`src/rtl/axi_arbiter.sv`:
```
// axi_arbiter: shares one AXI4-Lite style memory port between an instruction
// fetch unit (read only) and a load/store unit (read and write). Exactly one
// transaction is outstanding on the memory side at any time. Writes have
// priority over reads. Read contention is resolved round-robin. Data and
// response fields pass through combinationally. Request/grant steering adds
// one IDLE cycle before every transaction.
module axi_arbiter (
    input  logic        clk,
    input  logic        rst,

    // IFU read address / read data
    input  logic [31:0] ifu_araddr,
    input  logic        ifu_arvalid,
    output logic        ifu_arready,
    output logic [31:0] ifu_rdata,
    output logic        ifu_rresp,
    output logic        ifu_rvalid,
    input  logic        ifu_rready,

    // LSU read address / read data
    input  logic [31:0] lsu_araddr,
    input  logic        lsu_arvalid,
    output logic        lsu_arready,
    output logic [31:0] lsu_rdata,
    output logic        lsu_rresp,
    output logic        lsu_rvalid,
    input  logic        lsu_rready,

    // LSU write address / write data / write response
    input  logic [31:0] lsu_awaddr,
    input  logic        lsu_awvalid,
    output logic        lsu_awready,
    input  logic [31:0] lsu_wdata,
    input  logic [3:0]  lsu_wstrb,
    input  logic        lsu_wvalid,
    output logic        lsu_wready,
    output logic        lsu_bresp,
    output logic        lsu_bvalid,
    input  logic        lsu_bready,

    // Memory side, all five channels
    output logic [31:0] mem_araddr,
    output logic        mem_arvalid,
    input  logic        mem_arready,
    input  logic [31:0] mem_rdata,
    input  logic        mem_rresp,
    input  logic        mem_rvalid,
    output logic        mem_rready,
    output logic [31:0] mem_awaddr,
    output logic        mem_awvalid,
    input  logic        mem_awready,
    output logic [31:0] mem_wdata,
    output logic [3:0]  mem_wstrb,
    output logic        mem_wvalid,
    input  logic        mem_wready,
    input  logic        mem_bresp,
    input  logic        mem_bvalid,
    output logic        mem_bready
);

    typedef enum logic [1:0] {
        IDLE   = 2'd0,
        RD_IFU = 2'd1,
        RD_LSU = 2'd2,
        WR_LSU = 2'd3
    } state_t;

    state_t state_reg, state_next;

    // Per-transaction "already handshaken" flags; they keep an accepted
    // address/data beat from being presented to memory a second time.
    logic ar_done_reg, ar_done_next;
    logic aw_done_reg, aw_done_next;
    logic w_done_reg,  w_done_next;

    // Round-robin pointer: 1 means the LSU wins the next read contention.
    logic rr_lsu_reg, rr_lsu_next;

    // Read masters packed into index form: 0 = IFU, 1 = LSU.
    logic [31:0] m_araddr [2];
    logic [1:0]  m_arvalid;
    logic [1:0]  m_rready;
    logic [1:0]  m_arready;
    logic [1:0]  m_rvalid;

    logic rd_active;
    logic rd_sel;
    logic wr_active;

    logic ar_fire;
    logic r_fire;
    logic aw_fire;
    logic w_fire;
    logic b_fire;

    assign m_araddr[0] = ifu_araddr;
    assign m_araddr[1] = lsu_araddr;
    assign m_arvalid   = {lsu_arvalid, ifu_arvalid};
    assign m_rready    = {lsu_rready, ifu_rready};

    assign rd_active = (state_reg == RD_IFU) || (state_reg == RD_LSU);
    assign rd_sel    = (state_reg == RD_LSU);
    assign wr_active = (state_reg == WR_LSU);

    // State, handshake flags and round-robin pointer registers.
    always_ff @(posedge clk or negedge rst) begin
        if (!rst) begin
            state_reg   <= IDLE;
            ar_done_reg <= 1'b0;
            aw_done_reg <= 1'b0;
            w_done_reg  <= 1'b0;
            rr_lsu_reg  <= 1'b0;
        end else begin
            state_reg   <= state_next;
            ar_done_reg <= ar_done_next;
            aw_done_reg <= aw_done_next;
            w_done_reg  <= w_done_next;
            rr_lsu_reg  <= rr_lsu_next;
        end
    end

    // Read path: steer the granted master's AR/R channel onto memory.
    always_comb begin
        mem_araddr  = m_araddr[rd_sel];
        mem_arvalid = rd_active && m_arvalid[rd_sel] && !ar_done_reg;
        mem_rready  = rd_active && m_rready[rd_sel];
    end

    // Each read master only sees ready/valid while it owns the memory port.
    genvar gi;
    generate
        for (gi = 0; gi < 2; gi++) begin : g_rd_master
            localparam logic SEL = 1'(gi);
            assign m_arready[gi] = rd_active && (rd_sel == SEL) && mem_arready && !ar_done_reg;
            assign m_rvalid[gi]  = rd_active && (rd_sel == SEL) && mem_rvalid;
        end
    endgenerate

    assign ifu_arready = m_arready[0];
    assign lsu_arready = m_arready[1];
    assign ifu_rvalid  = m_rvalid[0];
    assign lsu_rvalid  = m_rvalid[1];

    // Read data and response fields pass straight through with no latency.
    assign ifu_rdata = mem_rdata;
    assign lsu_rdata = mem_rdata;
    assign ifu_rresp = mem_rresp;
    assign lsu_rresp = mem_rresp;

    // Write path: AW, W and B routed between LSU and memory during WR_LSU.
    always_comb begin
        mem_awaddr  = lsu_awaddr;
        mem_wdata   = lsu_wdata;
        mem_wstrb   = lsu_wstrb;
        lsu_bresp   = mem_bresp;
        mem_awvalid = wr_active && lsu_awvalid && !aw_done_reg;
        lsu_awready = wr_active && mem_awready && !aw_done_reg;
        mem_wvalid  = wr_active && lsu_wvalid && !w_done_reg;
        lsu_wready  = wr_active && mem_wready && !w_done_reg;
        mem_bready  = wr_active && lsu_bready;
        lsu_bvalid  = wr_active && mem_bvalid;
    end

    assign ar_fire = mem_arvalid && mem_arready;
    assign r_fire  = mem_rvalid && mem_rready;
    assign aw_fire = mem_awvalid && mem_awready;
    assign w_fire  = mem_wvalid && mem_wready;
    assign b_fire  = mem_bvalid && mem_bready;

    // Next-state logic: arbitration in IDLE, completion tracking elsewhere.
    always_comb begin
        state_next   = state_reg;
        ar_done_next = ar_done_reg;
        aw_done_next = aw_done_reg;
        w_done_next  = w_done_reg;
        rr_lsu_next  = rr_lsu_reg;

        case (state_reg)
            IDLE: begin
                ar_done_next = 1'b0;
                aw_done_next = 1'b0;
                w_done_next  = 1'b0;
                // Writes win outright; reads share by round-robin.
                if (lsu_awvalid || lsu_wvalid) begin
                    state_next = WR_LSU;
                end else if (ifu_arvalid && lsu_arvalid) begin
                    state_next = rr_lsu_reg ? RD_LSU : RD_IFU;
                end else if (ifu_arvalid) begin
                    state_next = RD_IFU;
                end else if (lsu_arvalid) begin
                    state_next = RD_LSU;
                end
            end

            RD_IFU, RD_LSU: begin
                if (ar_fire) begin
                    ar_done_next = 1'b1;
                end
                if (r_fire) begin
                    state_next   = IDLE;
                    ar_done_next = 1'b0;
                    // Favour the other master at the next contention.
                    rr_lsu_next  = (state_reg == RD_IFU);
                end
            end

            WR_LSU: begin
                if (aw_fire) begin
                    aw_done_next = 1'b1;
                end
                if (w_fire) begin
                    w_done_next = 1'b1;
                end
                if (b_fire) begin
                    state_next   = IDLE;
                    aw_done_next = 1'b0;
                    w_done_next  = 1'b0;
                end
            end

            default: begin
                state_next = IDLE;
            end
        endcase
    end

endmodule

```
`config.mk`:
```
export PLATFORM = sky130hd
export DESIGN_NAME = axi_arbiter
export DESIGN_NICKNAME = d
export VERILOG_FILES = /design/src/rtl/axi_arbiter.sv
export SDC_FILE = /design/constraint.sdc
export NUM_CORES = 1
export LEC_CHECK = 0
export BUFFER_PORTS_ARGS = -buffer_cell sky130_fd_sc_hd__buf_2
export CELL_PAD_IN_SITES_DETAIL_PLACEMENT = 0
export CELL_PAD_IN_SITES_GLOBAL_PLACEMENT = 1
export CORE_AREA = 2 2 141 143
export CTS_CLUSTER_SIZE = 24
export DETAILED_ROUTE_END_ITERATION = 6
export DIE_AREA = 0 0 143 145
export HOLD_SLACK_MARGIN = 0.1
export PLACE_DENSITY = 0.56
export REMOVE_ABC_BUFFERS = 1
export SYNTH_ARGS = -nofsm -noshare
export SYNTH_HDL_FRONTEND = slang
export SYNTH_SLANG_ARGS = --single-unit
```
`constraint.sdc`:
```
create_clock -name clk -period 3.6 [get_ports clk]
set_input_delay 0.72 -clock clk [delete_from_list [all_inputs] [get_ports clk]]
set_output_delay 0.72 -clock clk [all_outputs]
set_load 0.01 [all_outputs]
```
==> out/metrics.csv <==
stage,metric,value,unit
outcome,status,completed,
synth,"Seq/Total Area, Yosys",7.93,%
placed_design,Final GP Congestion,0.915,
cts,Hold Buf Count CTS,0,
worst_setup_path,Critical Path Start Type,flip-flop,
sta,minimum clock period,2.77,ns
sta,Clock Skew,0.00653,ns
synth,Synth Cell Area,0.00189,sq mm
power_and_ir_drop,Net Sw Power,439,uW
synth,total number of yosys warnings,0,
cts,post-CTS setup buffer count,0,
drt,Routed Antenna Nets,0,
sta,Worst-Margin Slew,0.443,ns
power_and_ir_drop,internal power,609,uW
synth,leading area contributor after synthesis,buf_4,
sta,Final TNS setup,0,ns
grt,first-pass GRT wire length,27500,microns
cts,worst-skew pair later-pin latency,0.23,ns
drt,DR pass1 iterations,4,
floorplan,Core Area,0.0192,sq mm
synth,top_reg_cell synth,dfrtp_1,
floorplan,Initial Utilization,9.86,%
power_and_ir_drop,leakage,0.000918,uW
synth,post-synth top area share,53.9,%
worst_setup_path,"Max FO, Critical Path",27,
synth,post-synthesis xor/xnor area fraction,0,%
final_layout,layout cells sized above 1,75.2,%
synth,synth top area cells,"buf_4 54%, mux2_2 20%, dfrtp_1 7.9%",
final_layout,area grow syn2layout,-0.198,%
cts,PostCTS Resize Cnt,0,
sta,Slew HR,70.4,%
hold_path,Min-Delay Path Class,in -> async,
drt,Post-route DRC,0,
grt,initial antenna violation count,1,
synth,Yosys reg bits,6,
sta,endpoints failing hold,0,
worst_setup_path,CP endpoint kind,output pin,
cts,clock sinks,6,
cts,htree depth,1,
synth,async set-reset flop share out of synthesis,100,%
drt,wire per inst,52.5,microns
synth,Gate Count Post-Synth,224,
synth,largest family of logic cells by synthesized area,buffers and inverters,
floorplan,Die Width,143,microns
sta,endpoints failing setup,0,
cts,TritonCTS clock tree,built,
cts,Longest Clk Path Bufs,2,
power_and_ir_drop,Pwr Density,554,mW/mm^2
cts,cts bufs inserted,3,
power_and_ir_drop,Clock power frac,17.7,%
final_layout,FF+latch area,150,sq um
drt,via/cell ratio,3.33,
power_and_ir_drop,Comb pwr share,71.9,%
sta,RSZ-0062 raised after global routing,false,
synth,complex-gate fraction of the synthesized area,3.04,%
grt,"Remaining Overflow, GRT",0,
synth,synth cell count leaders,"136 x buf_4, 33 x mux2_2, 7 x ha_1",
worst_setup_path,Critical Path RT,2.88,ns
worst_setup_path,CP max stage delay,0.46,ns
floorplan,FP Rows,51,
final_layout,Fill cells,2231,
sta,post-route clock period utilization,77.1,%
drt,Routed WL,24900,microns
worst_setup_path,Worst Reg-to-Reg Cells,7,
grt,largest net degree at the start of global routing,28,
floorplan,IO Count,359,
synth,area share of fa/ha/maj cells after synthesis,4.62,%
placed_design,DP HPWL,24200,microns
sta,pins over their slew limit,0,
synth,Syn Area/Cell,8.46,sq um
final_layout,multi-input combinational cell area,697,sq um
cts,Worst-path clk slew,0.04,ns
power_and_ir_drop,sequential share of power,10.5,%
worst_setup_path,"Max stage delay cell, worst path",ha_1,
final_layout,max FFs per register,2,
floorplan,DIE AREA,0.0207,sq mm
grt,vias in the first global route,1351,
job,max-cap violation count,0,
sta,f_max,360,MHz
worst_setup_path,critical path class,reg -> out,
synth,mux cell area share after synthesis,21.7,%
drt,1st-iter DRT viols,74,
synth,number of synthesized flops with an enable pin,0,
synth,count of cell types in the netlist,20,
final_layout,fin nets,399,
power_and_ir_drop,Sw Ratio,41.9,%
worst_setup_path,Worst EP arrival,2.05,ns
grt,All-Layer GR Usage,23.2,%
drt,via count,1583,
final_layout,ant diodes,0,
power_and_ir_drop,VDD IR max,0.000155,V
floorplan,die height,145,microns
synth,simple-gate share of the synthesized area,7.40,%
placed_design,Cells after DPL,472,
synth,"count leader, synth",buf_4,
final_layout,Finished Layout Cells,475,
placed_design,number of I/O port buffers,121,
worst_setup_path,ordered list of cells on the worst path,"inv_1, ha_1, buf_12, mux2i_1, nor2b_1, buf_2",
cts,CTS Root Cell,clkbuf_16,
## layout by cell type, fill, tap and decap left out, drive strengths merged
master | netlist | layout
a21boi | 2 | 2
a311o | 1 | 1
a31oi | 2 | 2
and2 | 4 | 4
and3b | 6 | 6
buf | 139 | 122
clkbuf | 0 | 3
dfrtp | 6 | 6
ha | 7 | 7
inv | 3 | 3
mux2 | 33 | 33
mux2i | 4 | 4
nand2 | 4 | 4
nand3 | 1 | 1
nor2 | 6 | 6
nor2b | 2 | 2
nor3b | 1 | 1
o21a | 1 | 1
o21ai | 1 | 1
o31ai | 1 | 1
## power by group through the flow
stage	combinational, uW	sequential [uW]	clock [uW]
global placement	763	111	0
CTS	761	110	187
finish	753	110	185
detailed placement	760	110	0
floorplan	464	105	0
global route	818	114	192
## area by class of cell
type                    instances  area share, %
inverters                       3          0.596
well taps                     265           17.5
multi-input cells              76           36.9
repair buffers                122           33.1
clock buffers                   3           3.97
flip-flops and latches          6           7.94
## through the flow
step	util [%]	instance area, sq um	worst slack (ns)	power, uW	hold WS, ns
detailed placement	9.45	1820	1.02	870	0.513
CTS	9.84	1890	0.790	1060	0.322
finish	9.84	1890	0.826	1050	0.317
global route	9.84	1890	0.667	1120	0.324
floorplan	-	858	1.01	569	0.424
global placement	9.45	1820	1.11	874	0.503
## final timing paths
path                                   start           end  slack, ns
worst max-delay path            state_reg[0]    mem_rready       0.83
worst min-delay path                     rst    w_done_reg       0.32
worst max register to register  state_reg[0]  state_reg[1]       1.36
worst min register to register    rr_lsu_reg    rr_lsu_reg       0.52
max in group asynchronous                rst   ar_done_reg       3.11
min in group clk                  rr_lsu_reg    rr_lsu_reg       0.52
## critical path, delay by kind of cell, from the launching register on
| kind | cells | cell delay (ns) |
|---|---|---|
| and+or+nand+nor | 1 | 0.10 |
| adders and majority gates | 1 | 0.46 |
| buffers and inverters | 3 | 0.58 |
| muxes | 1 | 0.28 |
| DFF | 1 | 0.40 |
## layer usage
| metal | wire length (microns) | global-route usage (%) | vias up |
|---|---|---|---|
| met1 | 3240 | 7.82 | 650 |
| met3 | 6120 | 27.6 | 15 |
| li1 | - | - | 565 |
| met4 | 524 | 3.12 | 4 |
| met5 | 103 | 3.26 | - |
| met2 | 14900 | 49.9 | 349 |
## logic make-up (layout without fill, tap and decap cells)
| family | after synthesis | after routing |
|---|---|---|
| mux | 37 | 37 |
| fa+ha+maj | 7 | 7 |
| flops | 6 | 6 |
| buf+inv | 142 | 128 |
| compound gates | 8 | 8 |
| simple gates | 24 | 24 |
No activity file was read; power rests on OpenSTA's default activity.
